<file path="config.mk">
export PLATFORM = sky130hd
export DESIGN_NAME = fetch_pc_unit
export DESIGN_NICKNAME = d
export VERILOG_FILES = /design/src/rtl/cpu_pkg.sv /design/src/rtl/bht_2bit.sv /design/src/rtl/fetch_pc_unit.sv
export SDC_FILE = /design/constraint.sdc
export NUM_CORES = 1
export LEC_CHECK = 0
export ABC_AREA = 0
export BUFFER_PORTS_ARGS = -buffer_cell sky130_fd_sc_hd__clkbuf_2
export CORE_MARGIN = 2
export CORE_UTILIZATION = 55
export DETAILED_ROUTE_END_ITERATION = 8
export GPL_TIMING_DRIVEN = 0
export MAX_ROUTING_LAYER = met4
export PLACE_DENSITY_LB_ADDON = 0.05
export SLEW_MARGIN = 15
export SYNTH_ARGS = -nofsm -noshare
export SYNTH_HDL_FRONTEND = slang
export SYNTH_HIERARCHICAL = 1
export SYNTH_SLANG_ARGS = --single-unit
export TNS_END_PERCENT = 100
</file>
<file path="constraint.sdc">
create_clock -name clk -period 13.5 [get_ports clk]
set_input_delay 0.675 -clock clk [delete_from_list [all_inputs] [get_ports clk]]
set_output_delay 0.675 -clock clk [all_outputs]
set_load 0.03 [all_outputs]
</file>
<file path="src/rtl/cpu_pkg.sv">
// Shared fetch-side definitions: address width, 2-bit counter encodings, fetch FSM states.
package cpu_pkg;

    localparam int unsigned PC_W = 14;

    localparam logic [1:0] CTR_SNT = 2'b00;
    localparam logic [1:0] CTR_WNT = 2'b01;
    localparam logic [1:0] CTR_WT  = 2'b10;
    localparam logic [1:0] CTR_ST  = 2'b11;

    typedef enum logic {
        FS_INIT = 1'b0,
        FS_RUN  = 1'b1
    } fetch_state_e;

    // Saturating 2-bit counter step toward the resolved direction.
    function automatic logic [1:0] ctr_next(input logic [1:0] ctr, input logic taken);
        logic [1:0] nxt;
        nxt = ctr;
        if (taken) begin
            if (ctr != CTR_ST) nxt = 2'(ctr + 2'b01);
        end else begin
            if (ctr != CTR_SNT) nxt = 2'(ctr - 2'b01);
        end
        return nxt;
    endfunction

endpackage

</file>
<file path="src/rtl/bht_2bit.sv">
// Bimodal 2-bit branch history table with a post-reset initialisation sweep.
module bht_2bit #(
    parameter int unsigned IDX_W = 8
) (
    input  logic             clk,
    input  logic             rstn,
    input  logic [IDX_W-1:0] rd_idx,
    output logic [1:0]       rd_ctr_c,
    input  logic             train_en,
    input  logic [IDX_W-1:0] train_idx,
    input  logic             train_taken,
    output logic             init_done,
    output logic             init_last_c
);
    import cpu_pkg::*;

    localparam int unsigned DEPTH = 2 ** IDX_W;

    fetch_state_e     state_q, state_d;
    logic [IDX_W-1:0] sweep_q, sweep_d;
    logic [1:0]       table_q [DEPTH];

    logic             wr_en_c;
    logic [IDX_W-1:0] wr_idx_c;
    logic [1:0]       wr_val_c;

    // Sweep writes weakly-not-taken everywhere, then the port is handed to training.
    always_comb begin
        state_d     = state_q;
        sweep_d     = sweep_q;
        wr_en_c     = 1'b0;
        wr_idx_c    = train_idx;
        wr_val_c    = ctr_next(table_q[train_idx], train_taken);
        init_last_c = 1'b0;
        case (state_q)
            FS_INIT: begin
                wr_en_c  = 1'b1;
                wr_idx_c = sweep_q;
                wr_val_c = CTR_WNT;
                sweep_d  = IDX_W'(sweep_q + 1'b1);
                if (sweep_q == {IDX_W{1'b1}}) begin
                    state_d     = FS_RUN;
                    init_last_c = 1'b1;
                end
            end
            FS_RUN: begin
                wr_en_c = train_en;
            end
            default: state_d = FS_INIT;
        endcase
    end

    always_ff @(posedge clk or negedge rstn) begin
        if (!rstn) begin
            state_q <= FS_INIT;
            sweep_q <= '0;
        end else begin
            state_q <= state_d;
            sweep_q <= sweep_d;
        end
    end

    // Storage needs no reset: every entry is rewritten by the sweep.
    always_ff @(posedge clk) begin
        if (wr_en_c) table_q[wr_idx_c] <= wr_val_c;
    end

    assign rd_ctr_c  = table_q[rd_idx];
    assign init_done = (state_q == FS_RUN);

endmodule

</file>
<file path="src/rtl/fetch_pc_unit.sv">
// Fetch PC register, next-PC selection, redirect flush and mispredict counter.
module fetch_pc_unit #(
    parameter int unsigned PC_W     = cpu_pkg::PC_W,
    parameter int unsigned IDX_W    = 8,
    parameter int unsigned RESET_PC = 0
) (
    input  logic            clk,
    input  logic            rstn,
    input  logic            stall,
    input  logic            pd_is_b,
    input  logic [PC_W-1:0] pd_target,
    input  logic            b_is_hazard,
    input  logic [PC_W-1:0] b_addr,
    input  logic            b_is_b_ope,
    input  logic            b_is_branch,
    input  logic [PC_W-1:0] b_w_pc,
    output logic [PC_W-1:0] pc,
    output logic            pred_taken,
    output logic            f_valid,
    output logic            flush,
    output logic [31:0]     mispred_cnt
);

    logic [PC_W-1:0] pc_q, pc_d;
    logic            f_valid_q, f_valid_d;
    logic            flush_q, flush_d;
    logic [31:0]     cnt_q, cnt_d;

    logic            run_c;
    logic            init_last_c;
    logic [1:0]      rd_ctr_c;
    logic            pred_bit_c;
    logic            train_en_c;
    logic            unused_c;

    bht_2bit #(
        .IDX_W (IDX_W)
    ) u_bht (
        .clk         (clk),
        .rstn        (rstn),
        .rd_idx      (pc_q[IDX_W-1:0]),
        .rd_ctr_c    (rd_ctr_c),
        .train_en    (train_en_c),
        .train_idx   (b_w_pc[IDX_W-1:0]),
        .train_taken (b_is_branch),
        .init_done   (run_c),
        .init_last_c (init_last_c)
    );

    assign pred_bit_c = pd_is_b && rd_ctr_c[1];
    assign train_en_c = run_c && b_is_b_ope;
    assign unused_c   = ^b_w_pc[PC_W-1:IDX_W];

    // Redirect beats stall, stall beats prediction, prediction beats sequential.
    always_comb begin
        pc_d      = pc_q;
        flush_d   = 1'b0;
        cnt_d     = cnt_q;
        f_valid_d = 1'b0;
        if (run_c) begin
            if (b_is_hazard) begin
                pc_d    = b_addr;
                flush_d = 1'b1;
            end else if (stall) begin
                pc_d = pc_q;
            end else if (pred_bit_c) begin
                pc_d = pd_target;
            end else begin
                pc_d = PC_W'(pc_q + 1'b1);
            end
            if (b_is_b_ope && b_is_hazard) cnt_d = 32'(cnt_q + 32'd1);
            f_valid_d = !b_is_hazard;
        end else if (init_last_c) begin
            f_valid_d = 1'b1;
        end
    end

    always_ff @(posedge clk or negedge rstn) begin
        if (!rstn) begin
            pc_q      <= PC_W'(RESET_PC);
            f_valid_q <= 1'b0;
            flush_q   <= 1'b0;
            cnt_q     <= '0;
        end else begin
            pc_q      <= pc_d;
            f_valid_q <= f_valid_d;
            flush_q   <= flush_d;
            cnt_q     <= cnt_d;
        end
    end

    assign pc          = pc_q;
    assign pred_taken  = run_c && pred_bit_c;
    assign f_valid     = f_valid_q;
    assign flush       = flush_q;
    assign mispred_cnt = cnt_q;

endmodule
</file>
==> results of run 1 <==
-- stage by stage --
| step | TNS (ns) | setup WS, ns | instance area (um^2) |
|---|---|---|---|
| 3_3_place_gp | -2748.06 | -6.27 | 27400 |
| 6_report | 0 | 7.66 | 29800 |
| 2_1_floorplan | 0 | 2.64 | 26200 |
| 3_5_place_dp | 0 | 7.79 | 27900 |
| 4_1_cts | 0 | 7.76 | 29800 |
| 5_1_grt | 0 | 7.67 | 29800 |
-- report_power, final --
group | switching [mW] | total [mW] | internal [mW]
clock | 0.690 | 1.59 | 0.898
combinational | 0.0922 | 0.134 | 0.0413
sequential | 0 | 1.89 | 1.89
-- final cells by class --
| cell class | count | area (um^2) | area share (%) |
|---|---|---|---|
| Sequential cell | 569 | 16800 | 56.4 |
| Clock buffer | 70 | 1520 | 5.09 |
| Tap cell | 615 | 769 | 2.58 |
| Inverter | 11 | 41.3 | 0.139 |
| Antenna cell | 3 | 7.51 | 0.0252 |
| Multi-Input combinational cell | 990 | 8800 | 29.5 |
| Timing Repair Buffer | 105 | 866 | 2.91 |
| Buffer | 139 | 627 | 2.10 |
| Clock inverter | 41 | 360 | 1.21 |
-- routing by layer --
layer / vias up / wire [um]
met5: - / 0
met4: 0 / 4970
met3: 259 / 10600
met2: 1239 / 39200
met1: 8956 / 31500
li1: 7086 / -
-- worst register-to-register path, delay by kind of cell, from the launching register on --
kind | cells | cell delay, ns
flops | 1 | 0.58
mux | 4 | 2.02
buf+inv | 4 | 2.04
simple gates | 3 | 0.57
compound gates | 1 | 0.26
-- flip-flops by register name, summed over array words and instances (netlist names) --
name / flops
flush: 1
u_bht/table_q: 512
u_bht/sweep_q: 8
pc: 14
mispred_cnt: 32
u_bht/init_done: 1
f_valid: 1
-- layout by cell type (no fill, tap or decap), types with 20 or more instances in the layout --
| master | instances |
|---|---|
| edfxtp_1 | 512 |
| nor2_1 | 291 |
| mux4_2 | 184 |
| clkbuf_1 | 103 |
| nand2_1 | 88 |
| clkbuf_2 | 85 |
| mux2i_1 | 63 |
| clkbuf_16 | 59 |
| dfrtp_1 | 57 |
| a21oi_1 | 33 |
| xnor2_1 | 28 |
| nand3_1 | 27 |
| o221ai_1 | 24 |
| buf_2 | 23 |
| a22oi_1 | 23 |
| o21ai_0 | 21 |
| nand4_1 | 20 |
-- final timing paths --
kind                                           endpoint  slack [ns]  cells after the start
min in group asynchronous   mispred_cnt[13]$_DFFE_PN0P_        0.49                      2
setup / recovery                             pred_taken        7.66                      9
max in group asynchronous  u_bht/sweep_q[5]$_DFFE_PN0N_       12.51                      3
hold reg to reg             mispred_cnt[31]$_DFFE_PN0P_        0.47                      1
setup reg to reg                      pc[9]$_DFFE_PN0P_        7.91                     12
hold / removal                        pc[2]$_DFFE_PN0P_        0.32                      3
==> run metrics, run 1 <==
status finished, final reports clean; WP data required 12.82 ns; WP buf/inv 4; final core occ 62.8%; Final min period 5.84 ns; clk slew on worst S/H paths 0.07 ns; share of layout cells above drive strength 1 22.6%; port bufs 85; critical path class reg -> out; CTS resizes 0; critical path capture point type output port; global-route wire length before repair 122 mm; nets@finish 1,927; leakage 9.13 nW; TritonCTS buffer count 59; area delta synth->final 13.5%; final setup fails 0; antenna-violating nets left 0; met2 GRT Util 54.2%; # fillers 3,559; initial antenna violation count 3; hold_buf cts 1; crit start category register; core area 0.0474 mm^2; average cell area after synthesis 15.4 um^2; slowest CP cell clkbuf_1; root buf cell clkbuf_16; Clock Skew 0.0317 ns; total grt overflow 0; busiest layer in global routing met2; Post-Syn Area 0.0262 mm^2; Placer Congestion 0.999; HP Start b_addr[2]; unrepaired setup endpoints after global routing no; CTS Sinks 569; worst-path fanout max 8; max-slew violations 0; VDD IR max 0.107 mV; row count 80; routing usage on met3 7.75%; final hold vios 0; num ports 98; number of global-route vias before repair 17,200; Cells after DPL 2,428; fin crit share 43.3%; Crit path top cell by count mux4_2; drt wl/cell 33.9 um; WP data arrival 5.17 ns; first-pass iteration count of the detailed router 6; Die Span X 222 um; Worst setup startpoint pc[1]$_DFFE_PN0P_; critical path, cell by cell clkbuf_1 -> clkbuf_1 -> mux4_2 -> mux4_2 -> mux4_2 -> mux4_2 -> clkbuf_1 -> and3_1 -> clkbuf_2; Slew @ Worst Pin 1.27 ns; hpwl dp 61.3 mm; die area 0.0495 mm^2; largest net degree at the start of global routing 40; CTS tree done; reg2reg start pc[1]$_DFFE_PN0P_; CTS HTree Levels 2; post-layout instance count excluding filler cells 2,543; vias per cell 6.90; PD cells 121 mW/mm^2; DR vias 17,500; Overall Power 3.61 mW; Rel. slew slack 15.5%; Setup Buffers After CTS 0; Fin Hold WS 0.322 ns; crit-path max cell delay 0.69 ns; Initial Util 55.3%; fmax 171 MHz; min-delay worst type in -> reg; DRC violations left 0; total global-route track usage 36.5%; die height 222 um; worst-skew pair later-pin latency 0.65 ns; Global Route met1 Usage 48.3%; drt first-iter violations 2,743; routed wire length 86.2 mm; Gate Count Post-Synth 1,709; CP delay by family, top multiplexers; syn_nets 1,761; Max Cap Viol 0; synth warn 6; maximum clock insertion buffer count 3
No activity file was read; power rests on OpenSTA's default activity.
==> inputs of run 2 (changes only) <==
==> constraint.sdc (replaced) <==
create_clock -name clk -period 4.8 [get_ports clk]
set_input_delay 0.24 -clock clk [delete_from_list [all_inputs] [get_ports clk]]
set_output_delay 0.24 -clock clk [all_outputs]
set_load 0.03 [all_outputs]
==> run 2 against run 1 <==
Effect of this change: clock skew down 0.013 ns; largest power group unchanged; global-route usage fell by 0.13 points; clock power rose to 2.9 times the previous value; non-clock buffer count is 16 higher; wire length fell by 0.66%; flip-flop and latch count did not move; cell count is 0.67% higher; worst setup slack worse by 7.6 ns; combinational power increased to 3.0 times the previous value.
==> run metrics, run 2 (synthesis results as in run 1) <==
maximum clock insertion buffer count 3; critical path class reg -> out; post-route setup slack 0.0451 ns; leakage 9.35 nW; setup TNS 0 ns; post-layout instance count excluding filler cells 2,560; Placer Congestion 1.02; Max Cap Viol 0; TritonCTS buffer count 60; commonest non-fill, non-tap cell in the layout edfxtp_1; worst-skew pair later-pin latency 0.64 ns; worst-path fanout max 8; vias per cell 6.90; Global Route met1 Usage 49.8%; critical path capture point type output port; Slew @ Worst Pin 1.27 ns; global-route wire length before repair 121 mm; antenna-violating nets left 0; row count 80; Design Area, Final 0.0303 mm^2; fin crit share 99.1%; drt wl/cell 33.5 um; Overall Power 10.3 mW; routed wire length 85.7 mm; clk slew on worst S/H paths 0.06 ns; Reg2Reg Setup Slack 0.14 ns; PD cells 342 mW/mm^2; DR vias 17,700; WP data arrival 4.51 ns; status finished, final reports clean; Top reg by flops u_bht/table_q; Initial Util 55.3%; core area 0.0474 mm^2; area delta synth->final 15.3%; commonest non-fill, non-tap cells in the layout edfxtp_1 (512), nor2_1 (291), mux4_2 (184); VDD IR max 0.426 mV; die area 0.0495 mm^2; Post-Place Cell Area 0.0281 mm^2; max reg flops 512; nets@finish 1,944; largest net degree at the start of global routing 40; WP data required 4.56 ns; drt first-iter violations 2,656; unrepaired setup endpoints after global routing no; busiest layer in global routing met2; max-slew violations 0; port bufs 85; Cells after DPL 2,430; number of global-route vias before repair 17,000; final setup fails 0; CTS Sinks 569; Die Span X 222 um; CTS tree done; total global-route track usage 36.3%; Setup WS pre-CTS -0.403 ns; final hold vios 0; first-pass iteration count of the detailed router 5; total grt overflow 0; Clock Skew 0.0192 ns; root buf cell clkbuf_16; share of layout cells above drive strength 1 23.9%; hpwl dp 60.6 mm; crit start category register; num ports 98; met2 GRT Util 53.3%; routing usage on met3 7.83%; Rel. slew slack 14.7%; fmax 210 MHz; CTS HTree Levels 2; die height 222 um; Setup Buffers After CTS 0; min-delay worst type in -> reg; initial antenna violation count 3; Final min period 4.75 ns; DRC violations left 0
==> run 2: repair_timing <==
item | CTS | global route
gates resized for setup | 28 | 5
hold endpoints to repair | 69 | 0
hold buffers | 15 | 0
setup endpoints to repair | 15 | 4
==> run 2: report_power, final <==
group          internal [mW]  leakage (nW)  total (mW)  switching, mW
logic                  0.135          3.35       0.399          0.263
registers               5.32          5.05        5.32              0
clock network           2.65         0.949        4.62           1.97
total                   8.11          9.35        10.3           2.23
==> run 2: area by class of cell <==
class	count	area, um^2
Buffer	139	816
Clock buffer	69	1560
Timing Repair Buffer	121	1060
Antenna cell	3	7.51
Inverter	11	41.3
Tap cell	615	769
Sequential cell	569	16800
Clock inverter	43	393
Fill cell	3568	17200
Multi-Input combinational cell	990	8820
==> run 2: worst paths after layout <==
path | cells past startpoint | end | from
max in group asynchronous | 3 | pc[0]$_DFFE_PN0P_ | rstn
worst min register to register | 1 | mispred_cnt[31]$_DFFE_PN0P_ | mispred_cnt[31]$_DFFE_PN0P_
worst min-delay path | 4 | pc[5]$_DFFE_PN0P_ | pd_target[5]
worst max-delay path | 9 | pred_taken | pc[1]$_DFFE_PN0P_
worst max register to register | 12 | pc[9]$_DFFE_PN0P_ | pc[1]$_DFFE_PN0P_
min in group asynchronous | 2 | u_bht/sweep_q[5]$_DFFE_PN0N_ | rstn
==> run 2: layer usage <==
metal  up-vias  share of wire [%]
li1       7122                  -
met1      9080                 38
met2      1223                 45
met3       245                 12
met4         0                5.2
met5         -                  0
==> run 2: through the flow <==
| stage | hold slack (ns) | utilization [%] |
|---|---|---|
| after floorplan | -0.0556 | - |
| after global placement | 0.460 | 58.2 |
| after detailed placement | 0.192 | 59.2 |
| after CTS | 0.0373 | 63.8 |
| after global routing | 0.0658 | 63.8 |
| final | 0.0486 | 63.8 |
==> run 2: critical path: stages (launching register included) <==
cell and delay (ns):
dfrtp_1 0.52, clkbuf_2 0.38, buf_2 0.41, mux4_2 0.38, mux4_2 0.60, mux4_2 0.53
mux4_2 0.47, clkbuf_1 0.22, and3_1 0.19, clkbuf_2 0.18
